==> config.mk <==
export PLATFORM = sky130hd
export DESIGN_NAME = instr_encoder
export DESIGN_NICKNAME = d
export VERILOG_FILES = /design/src/rtl/instr_encoder.sv
export SDC_FILE = /design/constraint.sdc
export NUM_CORES = 1
export LEC_CHECK = 0
export BUFFER_PORTS_ARGS = -buffer_cell sky130_fd_sc_hd__buf_2
export CORE_MARGIN = 3
export CORE_UTILIZATION = 55
export DETAILED_ROUTE_END_ITERATION = 16
export GPL_ROUTABILITY_DRIVEN = 0
export PLACE_DENSITY = 0.78
export SKIP_CTS_REPAIR_TIMING = 1
export SLEW_MARGIN = 20
export SYNTH_ARGS = -nofsm -noshare
export SYNTH_HDL_FRONTEND = slang
export SYNTH_SLANG_ARGS = --single-unit
==> constraint.sdc <==
create_clock -name clk -period 4.37 [get_ports clk]
set_clock_uncertainty 0.2 [all_clocks]
set_input_delay 0.2185 -clock clk [delete_from_list [all_inputs] [get_ports clk]]
set_output_delay 0.2185 -clock clk [all_outputs]
set_load 0.02 [all_outputs]
==> src/rtl/instr_encoder.sv <==
// instr_encoder: assembles LEGv8 LDUR/STUR/ADD/SUB/AND/ORR words from symbolic
// requests and buffers them in a DEPTH-entry FIFO. Each word leaves tagged with
// a sequential byte address for the instruction-memory loader.
//
// Optional build macro INSTR_ENC_ILLEGAL_TRAP_EN:
//   defined   - an illegal op latches err until clr/reset and blocks new requests
//   undefined - an illegal op gives a one-cycle err pulse and is dropped
//
// Handshake (both req_* and out_*): a transfer happens on a rising clk edge
// where valid and ready are both high. The producer holds valid and its
// payload until that edge. ready never depends combinationally on valid, and
// the output side never depends combinationally on the request side.
module instr_encoder #(
    parameter int DEPTH = 4,
    parameter int AW    = 8
) (
    input  logic                     clk,
    input  logic                     reset,
    input  logic                     clr,
    input  logic                     req_valid,
    output logic                     req_ready,
    input  logic [2:0]               req_op,
    input  logic [4:0]               req_rd,
    input  logic [4:0]               req_rn,
    input  logic [4:0]               req_rm,
    input  logic [8:0]               req_addr,
    output logic                     out_valid,
    input  logic                     out_ready,
    output logic [31:0]              out_instr,
    output logic [AW-1:0]            out_addr,
    output logic                     err,
    output logic [$clog2(DEPTH):0]   count
);

    localparam int PW = $clog2(DEPTH);
    localparam int CW = PW + 1;

    localparam logic [10:0] OPC_LDUR = 11'b11111000010;
    localparam logic [10:0] OPC_STUR = 11'b11111000000;
    localparam logic [10:0] OPC_ADD  = 11'b10001011000;
    localparam logic [10:0] OPC_SUB  = 11'b11001011000;
    localparam logic [10:0] OPC_AND  = 11'b10001010000;
    localparam logic [10:0] OPC_ORR  = 11'b10101010000;

    logic [31:0]   mem [DEPTH];
    logic [PW-1:0] wr_ptr;
    logic [PW-1:0] rd_ptr;
    logic [AW-1:0] addr_q;
    logic          err_q;
    logic [31:0]   word;
    logic          legal;
    logic          accept;
    logic          push;
    logic          pop;
    logic          illegal_acc;

    // Space check uses the registered count only, so out_ready cannot reach req_ready.
`ifdef INSTR_ENC_ILLEGAL_TRAP_EN
    assign req_ready = (count < CW'(DEPTH)) && !clr && !err_q;
`else
    assign req_ready = (count < CW'(DEPTH)) && !clr;
`endif

    assign legal       = (req_op <= 3'd5);
    assign accept      = req_valid && req_ready;
    assign push        = accept && legal;
    assign illegal_acc = accept && !legal;
    assign out_valid   = (count != '0);
    assign pop         = out_valid && out_ready;
    assign out_addr    = addr_q;
    assign err         = err_q;
    // Gated so an empty FIFO shows zero rather than stale storage.
    assign out_instr   = out_valid ? mem[rd_ptr] : 32'h0;

    // Assemble the instruction word for the current request.
    always_comb begin
        word = 32'h0;
        case (req_op)
            3'd0:    word = {OPC_LDUR, req_addr, 2'b00, req_rn, req_rd};
            3'd1:    word = {OPC_STUR, req_addr, 2'b00, req_rn, req_rd};
            3'd2:    word = {OPC_ADD, req_rm, 6'd0, req_rn, req_rd};
            3'd3:    word = {OPC_SUB, req_rm, 6'd0, req_rn, req_rd};
            3'd4:    word = {OPC_AND, req_rm, 6'd0, req_rn, req_rd};
            3'd5:    word = {OPC_ORR, req_rm, 6'd0, req_rn, req_rd};
            default: word = 32'h0;
        endcase
    end

    // FIFO storage; needs no reset because out_instr is gated by out_valid.
    always_ff @(posedge clk) begin
        if (push) begin
            mem[wr_ptr] <= word;
        end
    end

    // Pointers and occupancy; clr wins over any push/pop in the same cycle.
    always_ff @(posedge clk or posedge reset) begin
        if (reset) begin
            wr_ptr <= '0;
            rd_ptr <= '0;
            count  <= '0;
        end else if (clr) begin
            wr_ptr <= '0;
            rd_ptr <= '0;
            count  <= '0;
        end else begin
            if (push) begin
                wr_ptr <= wr_ptr + PW'(1);
            end
            if (pop) begin
                rd_ptr <= rd_ptr + PW'(1);
            end
            case ({push, pop})
                2'b10:   count <= count + CW'(1);
                2'b01:   count <= count - CW'(1);
                default: count <= count;
            endcase
        end
    end

    // Byte address of the head word; advances by one word per pop and wraps naturally.
    always_ff @(posedge clk or posedge reset) begin
        if (reset) begin
            addr_q <= '0;
        end else if (clr) begin
            addr_q <= '0;
        end else if (pop) begin
            addr_q <= addr_q + AW'(4);
        end
    end

    // Illegal-op indication: sticky trap or single-cycle pulse depending on build.
    always_ff @(posedge clk or posedge reset) begin
        if (reset) begin
            err_q <= 1'b0;
        end else if (clr) begin
            err_q <= 1'b0;
        end else begin
`ifdef INSTR_ENC_ILLEGAL_TRAP_EN
            err_q <= err_q | illegal_acc;
`else
            err_q <= illegal_acc;
`endif
        end
    end

endmodule

==> impl_metrics.yaml, run 1 <==
outcome:
  outcome: "finished with violations"
  violations: "negative hold slack"
worst_setup_path:
  crit_cells: 3
  cpPeakStageDelay_ps: 970
  crit_slowest_cell: "dfrtp_2"
  reg2reg_from: "count[0]"
  cp.arrival_ps: 2440
  r2r_cells: 8
  regToRegSetupSlack_ps: 1680
  crit_chain: "mux4_2 -> nor2b_1 -> buf_2"
  start_kind: "flop"
  required_ps: 3950
  cp_max_fo: 28
  worstReg2RegEnd: "count[2]"
  path_class: "flop to primary output"
  critPathTopFamily: "flip-flops"
  path_buf_inv: 1
  end_kind: "primary output"
route:
  finalWirelength_um: 9370
  post_drt_wl_per_cell_um: 18.2
  drc: 0
  vias: 2780
  wl_met3_um: 434
  dr.pass1.iters: 4
  detail_route.iter0.violations: 164
  final_antenna_net_count: 0
  viasPerCell: 5.40
  top_layer: "met4"
  met1_length_um: 3810
  wl_met2_um: 5030
worst_hold_path:
  whs_endpoint: "mem[3][17]"
  min_from: "req_rm[1]"
  min_path_cells: 3
  hp-class: "primary input to flop"
synthesis:
  synth_area_um2: 5100
  synth-compound-area-share_pct: 1.35
  yosysUniqueCellTypes: 34
  synth-edff-count: 104
  ys.warnings.count: 0
  yosysSeqAreaShare_pct: 68.1
  yosys-top-cells-count: "edfxtp_1 (104), mux4_2 (26), nor2b_1 (26)"
  synth_top_family_by_area: "multiplexers"
  synthCells: 293
  synth_simple_gate_area_share_pct: 9.81
  synthMuxAreaShare_pct: 13.4
  synth_ff_type: "edfxtp_1"
  netlist_top_cells_area: "edfxtp_1 (61%), mux4_2 (11%), dfrtp_1 (6.9%), nor2b_1 (3.2%), and2_1 (2.2%)"
  synth.avg_cell_area_um2: 17.4
  synthAdderAreaFrac_pct: 1.62
  synth_largest_area_cell: "edfxtp_1"
  async_flop_share_pct: 11.9
  netlist.area_leader.share_pct: 61.2
  yosys_register_bits: 118
  synth.most_common_cell: "edfxtp_1"
  synth_xor_area_share_pct: 1.86
sta:
  timing.fmax_mhz: 350
  finalCriticalPeriod_ps: 2860
  setup_viol: 0
  tightestPinTransition_ps: 942
  rsz0062_at_grt: "no"
  hold_viol_final: 4
  layout_setup_ws_ps: 1510
  hold_slack_ps: -70.2
  relSlewSlack_pct: 37.2
  fin_crit_sh_pct: 65.4
  fin_setup_tns_ps: 0
  slew_viol_final: 0
placed_design:
  placedCellCount: 460
  dpl_worst_slack_ps: 1670
  placedInstanceArea_um2: 5490
  portBuffers: 70
  hpwl_um: 5580
floorplan:
  top_level_ports: 78
  die_area_um2: 10500
  row_count: 34
  start_util_pct: 57.6
  core_um2: 8850
  die_w_um: 102
  die_h_um: 102
final_layout:
  design_area_um2: 6270
  fin_util_pct: 70.9
  fillers: 564
  drive_gt1_share_pct: 34.6
  area_delta_synth_final_pct: 23.0
  final_cells: 515
  antenna_cells: 0
  num-nets-final: 432
grt:
  grt_pass1_wl_um: 14600
  grt_pass1_vias: 2850
  gr-total-overflow: 0
  antenna_found_initial: 0
  grt_usage_pct: 19.4
  grt_start_max_net_pins: 30
cts:
  cts_tree: "built"
  cts_max_path_buffers: 2
  cts_sinks: 118
  cts.reportedPaths.clkPinSlew_ps: 50
  cts_root_buffer: "clkbuf_8"
  cts_htree_levels: 4
  clk_latency_ps: 490
  numCtsBuffers: 17
power_and_ir_drop:
  power_mw: 3.63
  p_per_area_nw_per_um2: 578
  total_leakage_power_nw: 2.40
  vdd_drop_max_uv: 330
job:
  max_cap_viol_count: 0
==> cell type report <==
class,instances,area [um^2],area share [%]
sequential,118,3470,55.4
multi-input combinational,153,1460,23.3
timing repair buffer,99,626,9.97
clock buffer,17,414,6.60
clock inverter,15,143,2.27
tap,108,135,2.15
inverter,5,18.8,0.299
==> routing by layer <==
metal,GRT usage [%],vias to the layer above
li1,-,1283
met1,24.0,1398
met2,32.6,92
met3,6.28,7
met4,6.26,0
met5,0,-
==> layout by cell type, fill, tap and decap left out, types with 4 or more instances in the layout <==
master	n
and2_1	18
xor2_1	6
a21oi_1	4
buf_4	6
nand2_1	12
dlygate4sd3_1	23
dfrtp_1	13
buf_2	70
ha_1	5
nor2b_1	26
inv_1	5
o21ai_0	5
mux2i_1	7
clkbuf_16	16
edfxtp_1	104
conb_1	7
clkinv_1	6
nor2_1	13
clkinv_2	6
mux4_2	26
==> where the power goes <==
part	switching (mW)	leakage, nW	internal (mW)
clock	0.434	0.280	0.847
combinational	0.591	0.982	0.393
sequential	0.0669	1.14	1.30
==> registers in the layout (all words and copies together) (netlist names) <==
signal	flops
wr_ptr	2
err	1
rd_ptr	2
out_addr	6
mem	104
count	3
==> tightest hold or removal path: cells and delay by family <==
| family | cells | cell delay [ps] |
|---|---|---|
| and+or+nand+nor | 1 | 40 |
| buffers and inverters | 1 | 90 |
| AOI/OAI and AO/OA | 1 | 130 |
==> kinds of logic (layout without fill, tap and decap cells) <==
family                     after synthesis  count (layout)
AOI/OAI and AO/OA                       11              11
xor gates and xnor gates                10              10
adders and majority gates                6               6
buffers and inverters                   28             136
DFF                                    118             118
muxes                                   35              35
other                                    1               7
and+or+nand+nor                         84              84
==> how the worst max path moves through the flow <==
stage	start	endpoint	slack, ps
2_1_floorplan	count[2]	count[2]	2020
3_3_place_gp	count[0]	count[2]	1750
4_1_cts	rd_ptr[0]	out_instr[29]	1430
5_1_grt	rd_ptr[0]	out_instr[29]	1300
6_report	rd_ptr[0]	out_instr[27]	1510
3_5_place_dp	count[0]	count[2]	1670
No activity file was read; power rests on OpenSTA's default activity.
==> run 2: changes to the inputs <==
--- a/config.mk
+++ b/config.mk
@@ -7,10 +7,10 @@
 export LEC_CHECK = 0
 export BUFFER_PORTS_ARGS = -buffer_cell sky130_fd_sc_hd__buf_2
 export CORE_MARGIN = 3
-export CORE_UTILIZATION = 55
+export CORE_UTILIZATION = 51
 export DETAILED_ROUTE_END_ITERATION = 16
 export GPL_ROUTABILITY_DRIVEN = 0
-export PLACE_DENSITY = 0.78
+export PLACE_DENSITY = 0.76
 export SKIP_CTS_REPAIR_TIMING = 1
 export SLEW_MARGIN = 20
 export SYNTH_ARGS = -nofsm -noshare
==> constraint.sdc (replaced) <==
create_clock -name clk -period 2.35 [get_ports clk]
set_clock_uncertainty 0.2 [all_clocks]
set_input_delay 0.1175 -clock clk [delete_from_list [all_inputs] [get_ports clk]]
set_output_delay 0.1175 -clock clk [all_outputs]
set_load 0.02 [all_outputs]
==> run 2 against run 1 <==
The run now ends clean. Non-clock buffer count increased by 15. Sequential share of layout area decreased by 2.6 points. Clock power increased by 98%. First-iteration DRC count increased by 32%.
==> impl_metrics.yaml, run 2 (synthesis gave the netlist of run 1 again) <==
final_layout:
  final_cells: 551
  largest_reg_flops: 104
  layout_common_cells: "edfxtp_1 (104), buf_2 (65), mux4_2 (26), dlygate4sd3_1 (26), nor2b_1 (25)"
  area_delta_synth_final_pct: 29.2
  design_area_um2: 6590
  drive_gt1_share_pct: 36.7
  num-nets-final: 447
  regMostFlops: "mem"
  final_common_cell: "edfxtp_1"
  antenna_cells: 0
worst_setup_path:
  crit_slowest_cell: "mux4_2"
  cp_max_fo: 9
  path_class: "flop to primary output"
  worstReg2RegEnd: "count[2]"
  r2r_cells: 8
  crit_chain: "buf_12 -> clkbuf_16 -> mux4_2 -> nor2b_1 -> buf_2"
  end_kind: "primary output"
  cp.arrival_ps: 2010
  critPathTopFamily: "multiplexers"
  required_ps: 2030
  regToRegSetupSlack_ps: 100
  cpPeakStageDelay_ps: 500
  start_kind: "flop"
  reg2reg_from: "count[2]"
  path_buf_inv: 3
cts:
  cts_max_path_buffers: 2
  cts_sinks: 118
  cts.reportedPaths.clkPinSlew_ps: 50
  clk_latency_ps: 510
  numCtsBuffers: 17
  cts_htree_levels: 4
  cts_root_buffer: "clkbuf_8"
  cts_tree: "built"
power_and_ir_drop:
  vdd_drop_max_uv: 720
  p_switching_mw: 2.13
  pwr-share-seq_pct: 34.9
  p_sw_share_pct: 29.9
  power.internal_mw: 5.00
  combPwrFrac_pct: 29.6
  power_mw: 7.12
  power.clock.fraction_pct: 35.5
  total_leakage_power_nw: 2.52
  p_per_area_nw_per_um2: 1080
placed_design:
  portBuffers: 70
  placedInstanceArea_um2: 5630
  placedCellCount: 490
  hpwl_um: 5880
route:
  post_drt_wl_per_cell_um: 19.5
  vias: 2881
  dr.pass1.iters: 4
  finalWirelength_um: 10700
  viasPerCell: 5.23
  final_antenna_net_count: 0
  drc: 0
  detail_route.iter0.violations: 217
grt:
  antenna_found_initial: 0
  grt-busiest-layer: "met2"
  gr-total-overflow: 0
  use_met1_pct: 22.4
  grt_use_met2_pct: 31.5
  grt_pass1_vias: 2896
  grt_start_max_net_pins: 29
  grt_usage_pct: 18.5
  grt_pass1_wl_um: 15300
  grtUsageMet3_pct: 5.46
floorplan:
  top_level_ports: 78
  core_um2: 9460
  row_count: 35
  die_w_um: 106
  die_area_um2: 11200
  die_h_um: 106
  start_util_pct: 53.9
sta:
  hold_slack_ps: 3.05
  relSlewSlack_pct: 60.7
  tightestPinTransition_ps: 584
  finalCriticalPeriod_ps: 2330
  rsz0062_at_grt: "yes"
  fin_crit_sh_pct: 99.0
  fin_setup_tns_ps: 0
  setup_viol: 0
  timing.fmax_mhz: 430
  slew_viol_final: 0
  hold_viol_final: 0
outcome:
  outcome: "finished, final reports clean"
worst_hold_path:
  min_from: "req_op[1]"
  hp-class: "primary input to flop"
  min_path_cells: 3
  whs_endpoint: "mem[2][29]"
job:
  max_cap_viol_count: 0
## run 2: stage by stage
step	util, %	setup WS (ps)
detailed placement	59.6	97.1
global route	69.7	-44.2
floorplan	-	14.5
finish	69.7	22.5
global placement	59.6	167
CTS	65.7	0.620
## run 2: power groups by stage
stage / Sequential (mW) / Combinational [mW] / Clock, mW
floorplan: 2.54 / 1.38 / 0
detailed placement: 2.52 / 1.92 / 0
global route: 2.49 / 2.26 / 2.66
global placement: 2.51 / 1.90 / 0
finish: 2.48 / 2.11 / 2.53
CTS: 2.48 / 1.94 / 2.57
## run 2: layout make-up
class | count | area, um^2
sequential | 118 | 3480
fill | 600 | 2870
multi-input combinational | 153 | 1480
timing repair buffer | 114 | 875
clock buffer | 19 | 422
clock inverter | 13 | 161
tap | 129 | 161
inverter | 5 | 18.8
## run 2: worst min-delay path: cells and delay by family
kind	cells	cell delay [ps]
compound gates	1	100
buf+inv	2	300
## run 2: worst max-delay path by stage
stage	from	to	slack [ps]	cells past startpoint
finish	rd_ptr[0]	out_instr[18]	20	5
global route	rd_ptr[0]	out_instr[17]	-40	5
CTS	rd_ptr[0]	out_instr[29]	0.6	4
detailed placement	count[2]	count[2]	100	8
global placement	count[2]	count[2]	170	8
floorplan	count[2]	count[2]	10	8
## run 2: layer usage
layer,vias up,part of all wire [%],wire length (um)
met5,-,0,0
met4,0,0.92,99
met3,12,3.6,389
met2,69,55,5890
met1,1485,41,4350
li1,1315,-,-
==> run 3: changes to the inputs <==
==> constraint.sdc (replaced) <==
create_clock -name clk -period 2.1 [get_ports clk]
set_clock_uncertainty 0.2 [all_clocks]
set_input_delay 0.105 -clock clk [delete_from_list [all_inputs] [get_ports clk]]
set_output_delay 0.105 -clock clk [all_outputs]
set_load 0.02 [all_outputs]
==> run 3 against run 2 <==
The flow now finishes with violations (negative hold slack, negative setup slack). Worst setup slack worse by 160 ps. Combinational power up 15%. Critical path depth down 1. First-iteration DRC count down 29%. Sequential share of layout area down 0.16 points. Clock-buffer cell count down 1. Sequential power up 12%. Global-route usage down 0.24 points. Worst hold slack worse by 41 ps. Highest routed layer unchanged.
==> impl_metrics.yaml, run 3 (synthesis gave the netlist of run 1 again) <==
outcome:
  outcome: "finished with violations"
  violations: "negative hold slack, negative setup slack"
worst_setup_path:
  regToRegSetupSlack_ps: -40
  reg2reg_from: "count[0]"
  start_kind: "flop"
  r2r_cells: 7
  end_kind: "primary output"
  cp.arrival_ps: 1930
  worstReg2RegEnd: "count[2]"
  path_class: "flop to primary output"
  cp_max_fo: 15
  required_ps: 1790
sta:
  layout_setup_ws_ps: -137
  fin_crit_sh_pct: 107
  setup_viol: 28
  relSlewSlack_pct: 64.5
  rsz0062_at_grt: "yes"
  finalCriticalPeriod_ps: 2240
  slew_viol_final: 0
  fin_setup_tns_ps: -2900
  hold_viol_final: 22
  hold_slack_ps: -38.4
  timing.fmax_mhz: 447
  tightestPinTransition_ps: 532
floorplan:
  die_w_um: 106
  die_area_um2: 11200
  row_count: 35
  core_um2: 9460
  start_util_pct: 53.9
  die_h_um: 106
  top_level_ports: 78
cts:
  cts_root_buffer: "clkbuf_8"
  numCtsBuffers: 17
  cts_htree_levels: 4
  cts_tree: "built"
  clk_latency_ps: 490
  cts.reportedPaths.clkPinSlew_ps: 50
  cts_sinks: 118
  cts_max_path_buffers: 2
placed_design:
  placedCellCount: 496
  portBuffers: 70
  hpwl_um: 5760
final_layout:
  num-nets-final: 451
  final_common_cell: "edfxtp_1"
  drive_gt1_share_pct: 39.2
  largest_reg_flops: 104
  fillers: 598
  antenna_cells: 0
  area_delta_synth_final_pct: 29.6
  layout_common_cells: "edfxtp_1 (104), buf_2 (61), dlygate4sd3_1 (27)"
  regMostFlops: "mem"
  final_cells: 555
route:
  detail_route.iter0.violations: 155
  vias: 2911
  finalWirelength_um: 9980
  dr.pass1.iters: 4
  final_antenna_net_count: 0
  viasPerCell: 5.25
  post_drt_wl_per_cell_um: 18.0
  drc: 0
power_and_ir_drop:
  p_per_area_nw_per_um2: 1220
  total_leakage_power_nw: 2.52
  vdd_drop_max_uv: 665
grt:
  grt_start_max_net_pins: 29
  antenna_found_initial: 0
  grt_usage_pct: 18.3
  grt_pass1_vias: 2935
  gr-total-overflow: 0
  grt_pass1_wl_um: 15300
worst_hold_path:
  min_path_cells: 3
  hp-class: "primary input to flop"
  whs_endpoint: "mem[3][17]"
  min_from: "req_addr[5]"
job:
  max_cap_viol_count: 0
[run 3: cell types whose count changed in the layout (fill, tap and decap cells not counted), moves of 3 or more]
| cell | previous run | this run |
|---|---|---|
| buf_2 | 65 | 61 |
| clkinvlp_4 | 1 | 4 |
| and2_1 | 18 | 14 |
| clkinv_1 | 5 | 2 |
| and2_2 | 0 | 4 |
| buf_4 | 11 | 22 |
[run 3: worst max path at each step]
| stage | startpoint | endpoint | slack (ps) | cells past startpoint |
|---|---|---|---|---|
| floorplan | count[2] | count[2] | -100 | 8 |
| global placement | count[2] | count[2] | 90 | 8 |
| detailed placement | count[2] | count[2] | 20 | 8 |
| CTS | rd_ptr[0] | out_instr[27] | -190 | 4 |
| global route | rd_ptr[0] | out_instr[27] | -210 | 4 |
| finish | rd_ptr[0] | out_instr[27] | -140 | 4 |
[run 3: layout make-up]
| type | instances | area, um^2 | share of cell area (%) |
|---|---|---|---|
| inverters | 5 | 18.8 | 0.284 |
| well taps | 129 | 161 | 2.44 |
| repair buffers | 118 | 870 | 13.2 |
| clock inverters | 14 | 181 | 2.75 |
| flip-flops and latches | 118 | 3480 | 52.6 |
| clock buffers | 18 | 418 | 6.32 |
| multi-input cells | 153 | 1480 | 22.5 |
[run 3: where the power goes]
| part | internal, mW | total (mW) | switching, mW |
|---|---|---|---|
| Sequential | 2.70 | 2.77 | 0.0780 |
| Combinational | 1.03 | 2.42 | 1.38 |
| Clock | 1.91 | 2.89 | 0.974 |
[run 3: worst max-delay path, stage by stage, from the launching register on]
cell     delay (ps)
dfrtp_2         410
buf_12          190
mux4_2          520
nor2b_1         150
buf_2           160
[run 3: layer usage]
layer  vias to the layer above  GRT usage [%]  part of all wire (%)
met5                         -              0                     0
li1                       1326              -                     -
met3                        16           3.95                   4.5
met4                         0           7.68                   2.0
met2                        87           31.6                    54
met1                      1482           22.3                    40
[run 3: stage by stage]
stage          setup WS, ps  instance area [um^2]  hold slack, ps  util (%)  total power [mW]
2_1_floorplan         -99.5                  5140            -206         -              4.39
3_3_place_gp           93.6                  5690           -36.1      60.2              5.02
3_5_place_dp           16.6                  5690           -24.5      60.2              5.06
4_1_cts                -187                  6290            -565      66.5              7.97
5_1_grt                -214                  6610            9.45      69.9              8.41
6_report               -137                  6610           -38.4      69.9              8.07
